--- src/rtl/approx_mul_err_monitor.sv ---
// Error-distance monitor for a 2N-bit approximate multiplier: scores WIN samples per window.
// Optional SIGNED_ERR_EN adds the saturating signed bias accumulator sum_se.
module approx_mul_err_monitor #(
    parameter  int N     = 4,
    parameter  int WIN   = 256,
    parameter  int W_ACC = 16,
    localparam int CW    = $clog2(WIN + 1),
    localparam int PW    = 2 * N
) (
    input  logic             clk,
    input  logic             rst_n,
    input  logic             start,
    input  logic             in_valid,
    output logic             in_ready,
    input  logic [N-1:0]     a,
    input  logic [N-1:0]     b,
    input  logic [PW-1:0]    y_approx,
    output logic             busy,
    output logic             done,
    output logic [CW-1:0]    err_count,
    output logic [W_ACC-1:0] sum_ed,
    output logic [PW-1:0]    max_ed,
`ifdef SIGNED_ERR_EN
    output logic signed [W_ACC:0] sum_se,
`endif
    output logic             sat
);

    typedef enum logic [1:0] {
        ST_IDLE = 2'd0,
        ST_ACC  = 2'd1,
        ST_RPT  = 2'd2
    } state_e;

    // Wide enough that the unsigned sum of the old total and one ED cannot wrap
    localparam int SW = ((W_ACC > PW) ? W_ACC : PW) + 1;
    localparam logic [SW-1:0] SUM_MAX = {{(SW - W_ACC){1'b0}}, {W_ACC{1'b1}}};

    function automatic logic [PW-1:0] abs_diff(input logic signed [PW:0] d);
        return d[PW] ? PW'(-d) : PW'(d);
    endfunction

    state_e                   state_q;
    logic                     busy_q;
    logic                     done_q;
    logic [CW-1:0]            cnt_q, cnt_d;
    logic [CW-1:0]            err_q, err_d;
    logic [W_ACC-1:0]         sum_q, sum_d;
    logic [PW-1:0]            max_q, max_d;
    logic                     sat_q, sat_d;
    logic [PW-1:0]            exact_s;
    logic signed [PW:0]       diff_s;
    logic [PW-1:0]            ed_s;
    logic [SW-1:0]            sum_ext_s;
    logic                     sum_sat_s;
    logic                     last_s;

`ifdef SIGNED_ERR_EN
    localparam int SSW = ((W_ACC > PW) ? W_ACC : PW) + 2;
    localparam logic signed [SSW-1:0] SE_MAX = SSW'($signed({1'b0, {W_ACC{1'b1}}}));
    localparam logic signed [SSW-1:0] SE_MIN = SSW'($signed({1'b1, {W_ACC{1'b0}}}));

    logic signed [W_ACC:0]    se_q, se_d;
    logic signed [SSW-1:0]    se_ext_s;
    logic                     se_sat_s;
`endif

    // Per-sample arithmetic and next values of the window statistics
    always_comb begin
        exact_s   = PW'(a) * PW'(b);
        diff_s    = $signed({1'b0, exact_s}) - $signed({1'b0, y_approx});
        ed_s      = abs_diff(diff_s);
        sum_ext_s = SW'(sum_q) + SW'(ed_s);
        if (sum_ext_s > SUM_MAX) begin
            sum_d     = '1;
            sum_sat_s = 1'b1;
        end else begin
            sum_d     = sum_ext_s[W_ACC-1:0];
            sum_sat_s = 1'b0;
        end
        if (ed_s != '0) begin
            err_d = err_q + CW'(1);
        end else begin
            err_d = err_q;
        end
        // A tie leaves max_ed untouched
        if (ed_s > max_q) begin
            max_d = ed_s;
        end else begin
            max_d = max_q;
        end
        cnt_d  = cnt_q + CW'(1);
        last_s = (cnt_q == CW'(WIN - 1));
`ifdef SIGNED_ERR_EN
        se_ext_s = SSW'(se_q) + SSW'(diff_s);
        if (se_ext_s > SE_MAX) begin
            se_d     = SE_MAX[W_ACC:0];
            se_sat_s = 1'b1;
        end else if (se_ext_s < SE_MIN) begin
            se_d     = SE_MIN[W_ACC:0];
            se_sat_s = 1'b1;
        end else begin
            se_d     = se_ext_s[W_ACC:0];
            se_sat_s = 1'b0;
        end
        sat_d = sat_q | sum_sat_s | se_sat_s;
`else
        sat_d = sat_q | sum_sat_s;
`endif
    end

    // Window FSM with registered status flags and statistics
    always_ff @(posedge clk or negedge rst_n) begin
        if (!rst_n) begin
            state_q <= ST_IDLE;
            busy_q  <= 1'b0;
            done_q  <= 1'b0;
            cnt_q   <= '0;
            err_q   <= '0;
            sum_q   <= '0;
            max_q   <= '0;
            sat_q   <= 1'b0;
`ifdef SIGNED_ERR_EN
            se_q    <= '0;
`endif
        end else begin
            case (state_q)
                ST_IDLE: begin
                    done_q <= 1'b0;
                    if (start) begin
                        state_q <= ST_ACC;
                        busy_q  <= 1'b1;
                        cnt_q   <= '0;
                        err_q   <= '0;
                        sum_q   <= '0;
                        max_q   <= '0;
                        sat_q   <= 1'b0;
`ifdef SIGNED_ERR_EN
                        se_q    <= '0;
`endif
                    end
                end
                ST_ACC: begin
                    // in_ready is high throughout ACC, so in_valid alone marks an accept
                    if (in_valid) begin
                        cnt_q <= cnt_d;
                        err_q <= err_d;
                        sum_q <= sum_d;
                        max_q <= max_d;
                        sat_q <= sat_d;
`ifdef SIGNED_ERR_EN
                        se_q  <= se_d;
`endif
                        if (last_s) begin
                            state_q <= ST_RPT;
                            busy_q  <= 1'b0;
                            done_q  <= 1'b1;
                        end
                    end
                end
                ST_RPT: begin
                    state_q <= ST_IDLE;
                    done_q  <= 1'b0;
                end
                default: begin
                    state_q <= ST_IDLE;
                    busy_q  <= 1'b0;
                    done_q  <= 1'b0;
                end
            endcase
        end
    end

    assign in_ready  = busy_q;
    assign busy      = busy_q;
    assign done      = done_q;
    assign err_count = err_q;
    assign sum_ed    = sum_q;
    assign max_ed    = max_q;
    assign sat       = sat_q;
`ifdef SIGNED_ERR_EN
    assign sum_se    = se_q;
`endif

endmodule

--- config.mk ---
export PLATFORM = sky130hd
export DESIGN_NAME = approx_mul_err_monitor
export DESIGN_NICKNAME = d
export VERILOG_FILES = /design/src/rtl/approx_mul_err_monitor.sv
export SDC_FILE = /design/constraint.sdc
export NUM_CORES = 1
export LEC_CHECK = 0
export CAP_MARGIN = 5
export CORE_ASPECT_RATIO = 1.2
export CORE_MARGIN = 3
export CORE_UTILIZATION = 31
export CTS_CLUSTER_DIAMETER = 80
export DETAILED_ROUTE_END_ITERATION = 7
export PLACE_DENSITY = 0.5
export SKIP_CTS_REPAIR_TIMING = 1
export SLEW_MARGIN = 20
export SYNTH_ARGS = -nofsm -noshare
export SYNTH_HDL_FRONTEND = slang
export SYNTH_SLANG_ARGS = --single-unit
--- constraint.sdc ---
create_clock -name clk -period 3.2 [get_ports clk]
set_clock_uncertainty 0.05 [all_clocks]
set_input_delay 0.48 -clock clk [delete_from_list [all_inputs] [get_ports clk]]
set_output_delay 0.48 -clock clk [all_outputs]
set_load 0.05 [all_outputs]
==> results of run 1 <==
[per-layer routing]
metal  GRT usage  vias up  wire (um)
met5           0        -          0
met2      0.2756       70       5696
met4     0.05869        0        215
li1            -     1801          -
met1      0.1749     1745       4432
met3     0.01845        9        341
[path summary, 6_finish.rpt]
kind | start | endpoint | slack [ps] | cells past startpoint
max | a[0] | sum_ed[9]$_DFFE_PN0P_ | -1820 | 22
min | rst_n | sum_ed[11]$_DFFE_PN0P_ | 230 | 2
max reg2reg | sum_ed[0]$_DFFE_PN0P_ | sum_ed[10]$_DFFE_PN0P_ | 720 | 9
min reg2reg | err_count[8]$_DFFE_PN0P_ | err_count[8]$_DFFE_PN0P_ | 430 | 1
max in group asynchronous | rst_n | cnt_q[6]$_DFFE_PN0P_ | 2450 | 2
min in group clk | err_count[8]$_DFFE_PN0P_ | err_count[8]$_DFFE_PN0P_ | 430 | 1
[stage by stage]
| stage | util | area, um2 | setup slack (ps) |
|---|---|---|---|
| 2_1_floorplan | - | 3877 | -1901 |
| 3_3_place_gp | 0.4470 | 5219 | -2853 |
| 3_5_place_dp | 0.4470 | 5219 | -2854 |
| 4_1_cts | 0.4593 | 5363 | -2568 |
| 5_1_grt | 0.5278 | 6162 | -1977 |
| 6_report | 0.5278 | 6162 | -1823 |
[critical path, stage by stage]
cell      delay [ps]
buf_8             90
nand2_8           40
fa_1             520
fa_1             440
fa_1             530
inv_2             40
ha_4             170
a211oi_4         260
nor2_2            90
o22ai_4          180
xnor2_4          170
nor2b_4          240
xnor2_4          170
ha_4             250
a21oi_4          160
a21boi_2          80
o21ai_2          160
nand2b_1          90
a21o_1           230
a221oi_4         350
nor2_4            90
a311o_1          310
[flip-flops by register name (all words and copies together) (netlist names)]
name       flops
sum_ed        16
done           1
busy           1
cnt_q          9
err_count      9
sat            1
max_ed         8
state_q        2
[synth_stat cells, types with 3 or more instances]
cell type	count
a221o_1	7
nor3_1	5
o31ai_1	4
ha_1	40
nand3_1	17
and3_1	5
dfrtp_1	47
o211ai_1	7
o21ai_0	24
nand4_1	5
clkbuf_1	8
or3_1	6
a21o_1	3
a21oi_1	23
nand2b_1	9
nor2b_1	8
nand2_1	30
mux2i_1	3
xnor2_1	9
a22o_1	9
xor2_1	9
inv_1	34
and2_1	13
o21a_1	3
fa_1	11
nor2_1	35
[final cells by class]
type                       count  share of cell area
timing repair buffer         162              0.2349
tap                          157             0.03188
clock buffer                   5             0.02030
inverter                      35             0.02132
multi-input combinational    321              0.4977
clock inverter                 3            0.003046
sequential                    47              0.1909
[power breakdown]
part / switching, mW / total, mW / internal (mW)
Combinational: 2.45 / 4.98 / 2.53
Sequential: 0.254 / 1.05 / 0.798
Clock: 0.240 / 0.530 / 0.290
Total: 2.95 / 6.56 / 3.62
[logic make-up after synthesis]
family | Yosys count | share of synthesized area
xor gates and xnor gates | 18 | 0.04221
muxes | 3 | 0.008041
DFF | 47 | 0.3149
buffers and inverters | 47 | 0.05259
and+or+nand+nor | 144 | 0.1960
adders and majority gates | 51 | 0.1930
AOI/OAI and AO/OA | 103 | 0.1933
==> impl_metrics.yaml, run 1 <==
outcome:
  status: "complete, but fails checks"
  violations: "negative setup slack"
grt:
  grt_pass1_wl_um: 16330
  grt_overflow: 0
  grt.total_usage: 0.1498
  grt_max_degree: 48
  grt_pass1_vias: 3450
  antenna_found_initial: 0
clock_tree:
  cts.sink_count: 47
  root_buffer: "clkbuf_16"
  numCtsBuffers: 5
  cts_tree: "yes"
  htreeDepth: 2
  clock_latency_ps: 290
  clock_path_buffers: 2
  clk_pin_slew_ps: 70
final_layout:
  layout_common_cells: "95 x buf_4, 47 x dfrtp_1, 44 x clkdlybuf4s50_1"
  area_growth_pct: 64.99
  layout_commonest_cell: "buf_4"
  drive_gt1_frac: 0.3630
  seq_area_mm2: 0.001176
  diodes: 0
  fin_cells: 730
  fillers: 1043
  fin_nets: 643
  multi_input_comb_area_mm2: 0.003067
place:
  detailedPlacementHpwl_um: 7928
  post-place-cells: 702
  gp_congestion: 0.8136
  port-buffer-count: 56
floorplanning:
  start_util: 0.3199
  die_height_um: 126.2
  die_x_um: 106.2
  core_mm2: 0.01167
  num_io_pins: 57
  rows: 43
  dieArea_mm2: 0.01341
routing:
  drc: 0
  wirelength_um: 10680
  vias: 3625
  drt_iter0_drc: 89
  wire_per_inst_um: 14.64
  routed_via_density: 4.966
  dr.pass1.iters: 4
  ant_nets: 0
synthesis:
  synthTopCellsByArea: "dfrtp_1 31%, ha_1 13%, fa_1 5.9%, nor2_1 3.5%, inv_1 3.4%"
  yosysTopAreaCellShare: 0.3149
  ys_types: 57
  synth.largest_area_cell: "dfrtp_1"
  ys_seq_area_frac: 0.3149
  synth.ff_latch_count: 47
  syn_inst: 413
  avgSynthCellArea_um2: 9.043
  async_reset_ff_frac: 1.000
  ys_warn_count: 0
  syn_area_mm2: 0.003735
  synth-edff-count: 0
  synth_nets: 484
  ys.flop_type: "dfrtp_1"
power:
  power_density_mw_per_mm2: 1065
  vdd_drop_max_uv: 490.2
  leakage_nw: 2.799
  p_total_mw: 6.564
worst_setup_path:
  cp.required_ps: 3330
  end_kind: "flop"
  startpoint_type: "primary input"
  arrival_ps: 5160
  critPathKind: "in2reg"
  worstPathMaxFanout: 6
sta:
  period_minus_slack_ps: 5023
  finalMaxSlewViolations: 0
  maxSlewHeadroom: 0.4665
  finalSetupViolCount: 34
  worst_pin_slew_ps: 797.3
  setup_slack_ps: -1823
  hold_viol: 0
  fin_tns_setup_ps: -51780
  clock.fmax_mhz: 199.1
  holdWs_ps: 226.5
  rsz0062_at_grt: "true"
  finalCritPeriodShare: 1.570
hold_path:
  hp-class: "in2async"
run:
  drv_cap: 0
Power figures use the tool's default switching activity.
==> inputs of run 2 (changes only) <==
--- a/config.mk
+++ b/config.mk
@@ -7,7 +7,6 @@
 export LEC_CHECK = 0
 export CAP_MARGIN = 5
 export CORE_ASPECT_RATIO = 1.2
-export CORE_MARGIN = 3
 export CORE_UTILIZATION = 31
 export CTS_CLUSTER_DIAMETER = 80
 export DETAILED_ROUTE_END_ITERATION = 7
==> run 2 against run 1 <==
Sequential power about the same. Critical path type unchanged. Hold slack gained 1.7 ps. First-iteration DRC count is 16% higher. Cell count down 1.5%. Die area shrank 6.8%. The flow still finishes with violations (negative setup slack). Clock power up 18%. Sequential share of layout area is 1.1 points higher. Critical path depth unchanged. Total power fell by 4.4%.
==> impl_metrics.yaml, run 2 (same netlist as run 1, synthesis figures left out) <==
final_layout:
  fillers: 1128
  multi_input_comb_area_mm2: 0.002850
  layout_common_cells: "97 x buf_4, 47 x dfrtp_1, 47 x clkdlybuf4s50_1"
  drive_gt1_frac: 0.3221
  fin_nets: 632
  seq_area_mm2: 0.001176
  final_area_mm2: 0.005834
  area_growth_pct: 56.21
  largest_register_ffs: 16
  layout_commonest_cell: "buf_4"
  fin_cells: 719
  diodes: 0
place:
  post-place-cells: 696
  port-buffer-count: 56
  gp_congestion: 0.8389
  detailedPlacementHpwl_um: 8060
  place_area_mm2: 0.005174
clock_tree:
  cts.sink_count: 47
  clock_path_buffers: 2
  htreeDepth: 2
  clk_pin_slew_ps: 70
  clock_latency_ps: 290
  root_buffer: "clkbuf_16"
  cts_tree: "yes"
  numCtsBuffers: 5
routing:
  vias: 3617
  dr.pass1.iters: 4
  ant_nets: 0
  drc: 0
  wirelength_um: 10540
  drt_iter0_drc: 103
  routed_via_density: 5.031
  wire_per_inst_um: 14.66
sta:
  finalSetupViolCount: 34
  worst_pin_slew_ps: 842.3
  period_minus_slack_ps: 5109
  maxSlewHeadroom: 0.4364
  fin_tns_setup_ps: -56340
  finalCritPeriodShare: 1.597
  clock.fmax_mhz: 195.7
  finalMaxSlewViolations: 0
  hold_viol: 0
  setup_slack_ps: -1909
  rsz0062_at_grt: "true"
power:
  vdd_drop_max_uv: 446.0
  power_density_mw_per_mm2: 1076
  leakage_nw: 2.664
worst_setup_path:
  cp.required_ps: 3330
  critPathKind: "in2reg"
  worstPathMaxFanout: 6
  end_kind: "flop"
  startpoint_type: "primary input"
  arrival_ps: 5240
outcome:
  status: "complete, but fails checks"
  violations: "negative setup slack"
grt:
  grt_max_degree: 36
  grt_pass1_vias: 3515
  antenna_found_initial: 0
  grt_pass1_wl_um: 16590
  grt_overflow: 0
  grt.total_usage: 0.1707
run:
  drv_cap: 0
hold_path:
  hp-class: "in2async"
floorplanning:
  rows: 43
  start_util: 0.3199
  die_x_um: 102.2
  core_mm2: 0.01167
  dieArea_mm2: 0.01249
  num_io_pins: 57
  die_height_um: 122.2
-- run 2: changes by cell type in the layout (fill, tap and decap cells not counted), moves of 4 or more --
cell and change:
a21oi_1 +5, buf_6 -9, ha_1 +4, ha_4 -4, nor3_2 +5, nor3_4 -6
-- run 2: report_power, final --
part / leakage [nW] / internal [mW] / switching [mW]
logic: 1.98 / 2.30 / 2.32
clock network: 0.0868 / 0.389 / 0.234
registers: 0.595 / 0.799 / 0.241
-- run 2: final cells by class --
class,count,share of cell area
Clock inverter,2,0.006005
Timing Repair Buffer,153,0.2239
Tap cell,157,0.03367
Multi-Input combinational cell,319,0.4885
Clock buffer,6,0.02380
Inverter,35,0.02252
Sequential cell,47,0.2016
-- run 2: path summary, 6_finish.rpt --
kind / from / endpoint / slack, ps / cells past startpoint
worst max-delay path: b[2] / sum_ed[9]$_DFFE_PN0P_ / -1910 / 22
worst min-delay path: rst_n / sum_ed[12]$_DFFE_PN0P_ / 230 / 1
worst max register to register: sum_ed[0]$_DFFE_PN0P_ / sum_ed[3]$_DFFE_PN0P_ / 610 / 10
worst min register to register: err_count[8]$_DFFE_PN0P_ / err_count[8]$_DFFE_PN0P_ / 430 / 1
max in group asynchronous: rst_n / max_ed[3]$_DFFE_PN0P_ / 2190 / 2
min in group clk: err_count[8]$_DFFE_PN0P_ / err_count[8]$_DFFE_PN0P_ / 430 / 1
-- run 2: metal layers --
layer / wire, um / GRT usage / vias to the layer above / share of wire
met5: 0 / 0 / - / 0
met4: 188 / 0.05982 / 0 / 0.018
met3: 245 / 0.01708 / 10 / 0.023
met2: 5840 / 0.3280 / 71 / 0.55
met1: 4262 / 0.1918 / 1762 / 0.40
li1: - / - / 1774 / -
-- run 2: metrics by stage --
| step | worst slack, ps | power, mW | hold WS, ps | utilization |
|---|---|---|---|---|
| 2_1_floorplan | -1901 | 3.361 | 134.4 | - |
| 3_5_place_dp | -2746 | 4.930 | 422.3 | 0.4431 |
| 4_1_cts | -2481 | 5.592 | 269.6 | 0.4580 |
| 6_report | -1909 | 6.277 | 228.2 | 0.4997 |
| 3_3_place_gp | -2715 | 4.866 | 412.4 | 0.4431 |
| 5_1_grt | -2112 | 6.741 | 302.2 | 0.4997 |
-- run 2: worst max-delay path, stage by stage --
cell and delay [ps]:
buf_8 80, nand2_4 40, fa_1 560, fa_1 450, fa_1 530, inv_2 40, ha_4 160, a211oi_4 300
nor2_4 80, o22ai_4 170, xnor2_4 180, nor2b_4 230, xnor2_4 160, ha_4 250, a21oi_4 170, a21boi_2 80
o21ai_1 170, nand2b_1 100, a21o_1 240, a221oi_4 350, nor2_4 80, a311o_1 320
==> inputs of run 3 (changes only) <==
--- a/config.mk
+++ b/config.mk
@@ -6,11 +6,11 @@
 export NUM_CORES = 1
 export LEC_CHECK = 0
 export CAP_MARGIN = 5
-export CORE_ASPECT_RATIO = 1.2
-export CORE_UTILIZATION = 31
+export CORE_ASPECT_RATIO = 0.75
+export CORE_UTILIZATION = 45
 export CTS_CLUSTER_DIAMETER = 80
 export DETAILED_ROUTE_END_ITERATION = 7
-export PLACE_DENSITY = 0.5
+export PLACE_DENSITY = 0.67
 export SKIP_CTS_REPAIR_TIMING = 1
 export SLEW_MARGIN = 20
 export SYNTH_ARGS = -nofsm -noshare
==> run 3 against run 2 <==
The flow still finishes with violations (negative setup slack). Combinational power barely moved. Largest cell class unchanged. Core utilization up 24 points. Via count grew 3.0%. Maximum frequency down 2.2%. Count of clock-buffer cells in the layout rose by 1. Die area down 31%. Wire length rose by 5.6%. Sequential power about the same. First-iteration DRC count up 89%. Critical endpoint unchanged. Highest routed layer unchanged.
==> impl_metrics.yaml, run 3 (same netlist as run 1, synthesis figures left out) <==
outcome:
  status: "complete, but fails checks"
  violations: "negative setup slack"
final_layout:
  fin_cells: 676
  diodes: 0
  fin_nets: 641
  layout_common_cells: "97 x buf_4, 47 x dfrtp_1, 47 x clkdlybuf4s50_1"
  drive_gt1_frac: 0.3380
  area_growth_pct: 56.55
  largest_register_ffs: 16
  utilization: 0.7352
  layout_commonest_cell: "buf_4"
place:
  port-buffer-count: 56
  post-place-cells: 645
  gp_congestion: 0.8396
  detailedPlacementHpwl_um: 7782
sta:
  hold_viol: 0
  rsz0062_at_grt: "true"
  finalMaxSlewViolations: 0
  maxSlewHeadroom: 0.4172
  setup_slack_ps: -2025
  worst_pin_slew_ps: 871.0
  period_minus_slack_ps: 5225
  finalSetupViolCount: 34
  clock.fmax_mhz: 191.4
  finalCritPeriodShare: 1.633
worst_setup_path:
  worstReg2RegEnd: "sum_ed[9]$_DFFE_PN0P_"
  r2r_cells: 10
  worstPathMaxFanout: 8
  critPathKind: "in2reg"
  cp-endpoint: "sum_ed[9]$_DFFE_PN0P_"
  arrival_ps: 5380
  ff2ff_setup_slack_ps: 560
  end_kind: "flop"
  cp.required_ps: 3360
  startpoint_type: "primary input"
  rr_startpoint: "sum_ed[0]$_DFFE_PN0P_"
  startpoint: "y_approx[2]"
floorplanning:
  start_util: 0.4696
  die_height_um: 80.90
  die_x_um: 107.2
  core_mm2: 0.007953
  dieArea_mm2: 0.008672
  num_io_pins: 57
  rows: 28
clock_tree:
  clock_path_buffers: 2
  cts.sink_count: 47
  clock_latency_ps: 320
  clk_pin_slew_ps: 90
  numCtsBuffers: 5
  cts_tree: "yes"
  htreeDepth: 2
  root_buffer: "clkbuf_8"
routing:
  dr.max_layer_used: "met4"
  dr.pass1.iters: 4
  wire_per_inst_um: 16.46
  wl_met1_um: 5457
  drc: 0
  routed_via_density: 5.513
  wl_met2_um: 5023
  drt_iter0_drc: 195
  met3_length_um: 486
  ant_nets: 0
  wirelength_um: 11130
  vias: 3727
run:
  drv_cap: 0
power:
  p_total_mw: 6.042
  power_density_mw_per_mm2: 1033
  vdd_drop_max_uv: 1013
  leakage_nw: 2.744
grt:
  grt_pass1_vias: 3511
  antenna_found_initial: 0
  grt.total_usage: 0.2472
  grt_pass1_wl_um: 16800
  grt_overflow: 0
  grt_max_degree: 48
hold_path:
  hp-class: "in2async"
## run 3: cell count changes in the layout (fill, tap and decap cells not counted), moves of 3 or more
cell / before / now
ha_4: 11 / 6
a21oi_2: 5 / 10
nor3_2: 5 / 1
buf_6: 2 / 10
nor2_2: 2 / 5
nor3_4: 0 / 4
a21oi_1: 16 / 12
ha_1: 28 / 34
clkbuf_16: 5 / 0
clkbuf_8: 1 / 7
nor2_1: 31 / 28
## run 3: cell type report
class | count | area [um2]
Clock buffer | 7 | 96.34
Clock inverter | 1 | 7.507
Fill cell | 574 | 2106
Inverter | 35 | 131.4
Multi-Input combinational cell | 320 | 2913
Sequential cell | 47 | 1176
Tap cell | 105 | 131.4
Timing Repair Buffer | 161 | 1391
## run 3: per-layer routing
metal	vias to the layer above	track usage
met1	1822	0.3741
li1	1793	-
met3	18	0.03852
met4	0	0.05616
met5	-	0
met2	94	0.3684
## run 3: through the flow
step	TNS (ps)	setup slack, ps	instance area (um2)	hold WS [ps]
6_report	-59260	-2025	5847	98.19
5_1_grt	-65390	-2201	5847	141.8
4_1_cts	-75760	-2561	5220	324.8
3_5_place_dp	-86360	-2883	5116	423.2
3_3_place_gp	-82600	-2774	5116	415.4
2_1_floorplan	-52730	-1901	3877	134.4
## run 3: critical path: stages
cell and delay (ps):
clkdlybuf4s50_1 450, inv_1 40, ha_1 190, inv_1 70
fa_1 450, fa_1 550, inv_2 50, ha_4 170
a211oi_4 270, nor2_2 100, o22ai_4 180, xnor2_4 180
nor2b_4 200, xnor2_2 130, ha_1 280, buf_4 140
a21o_1 160, a21oi_2 220, o21ai_2 120, a221oi_2 270
nand2b_4 210, nor3_4 50, buf_6 150, a311o_1 270
## run 3: worst min-delay path by stage
stage	start	slack, ps	to	cells after the start
after floorplan	rst_n	130	busy$_DFFE_PN0P_	0
after global placement	err_count[8]$_DFFE_PN0P_	420	err_count[8]$_DFFE_PN0P_	1
after detailed placement	err_count[8]$_DFFE_PN0P_	420	err_count[8]$_DFFE_PN0P_	1
after CTS	rst_n	320	cnt_q[5]$_DFFE_PN0P_	1
after global routing	rst_n	140	cnt_q[5]$_DFFE_PN0P_	1
final	rst_n	100	cnt_q[6]$_DFFE_PN0P_	1
## run 3: power by group
part,internal [mW],switching [mW]
sequential,0.798,0.234
clock,0.197,0.221
combinational,2.20,2.40
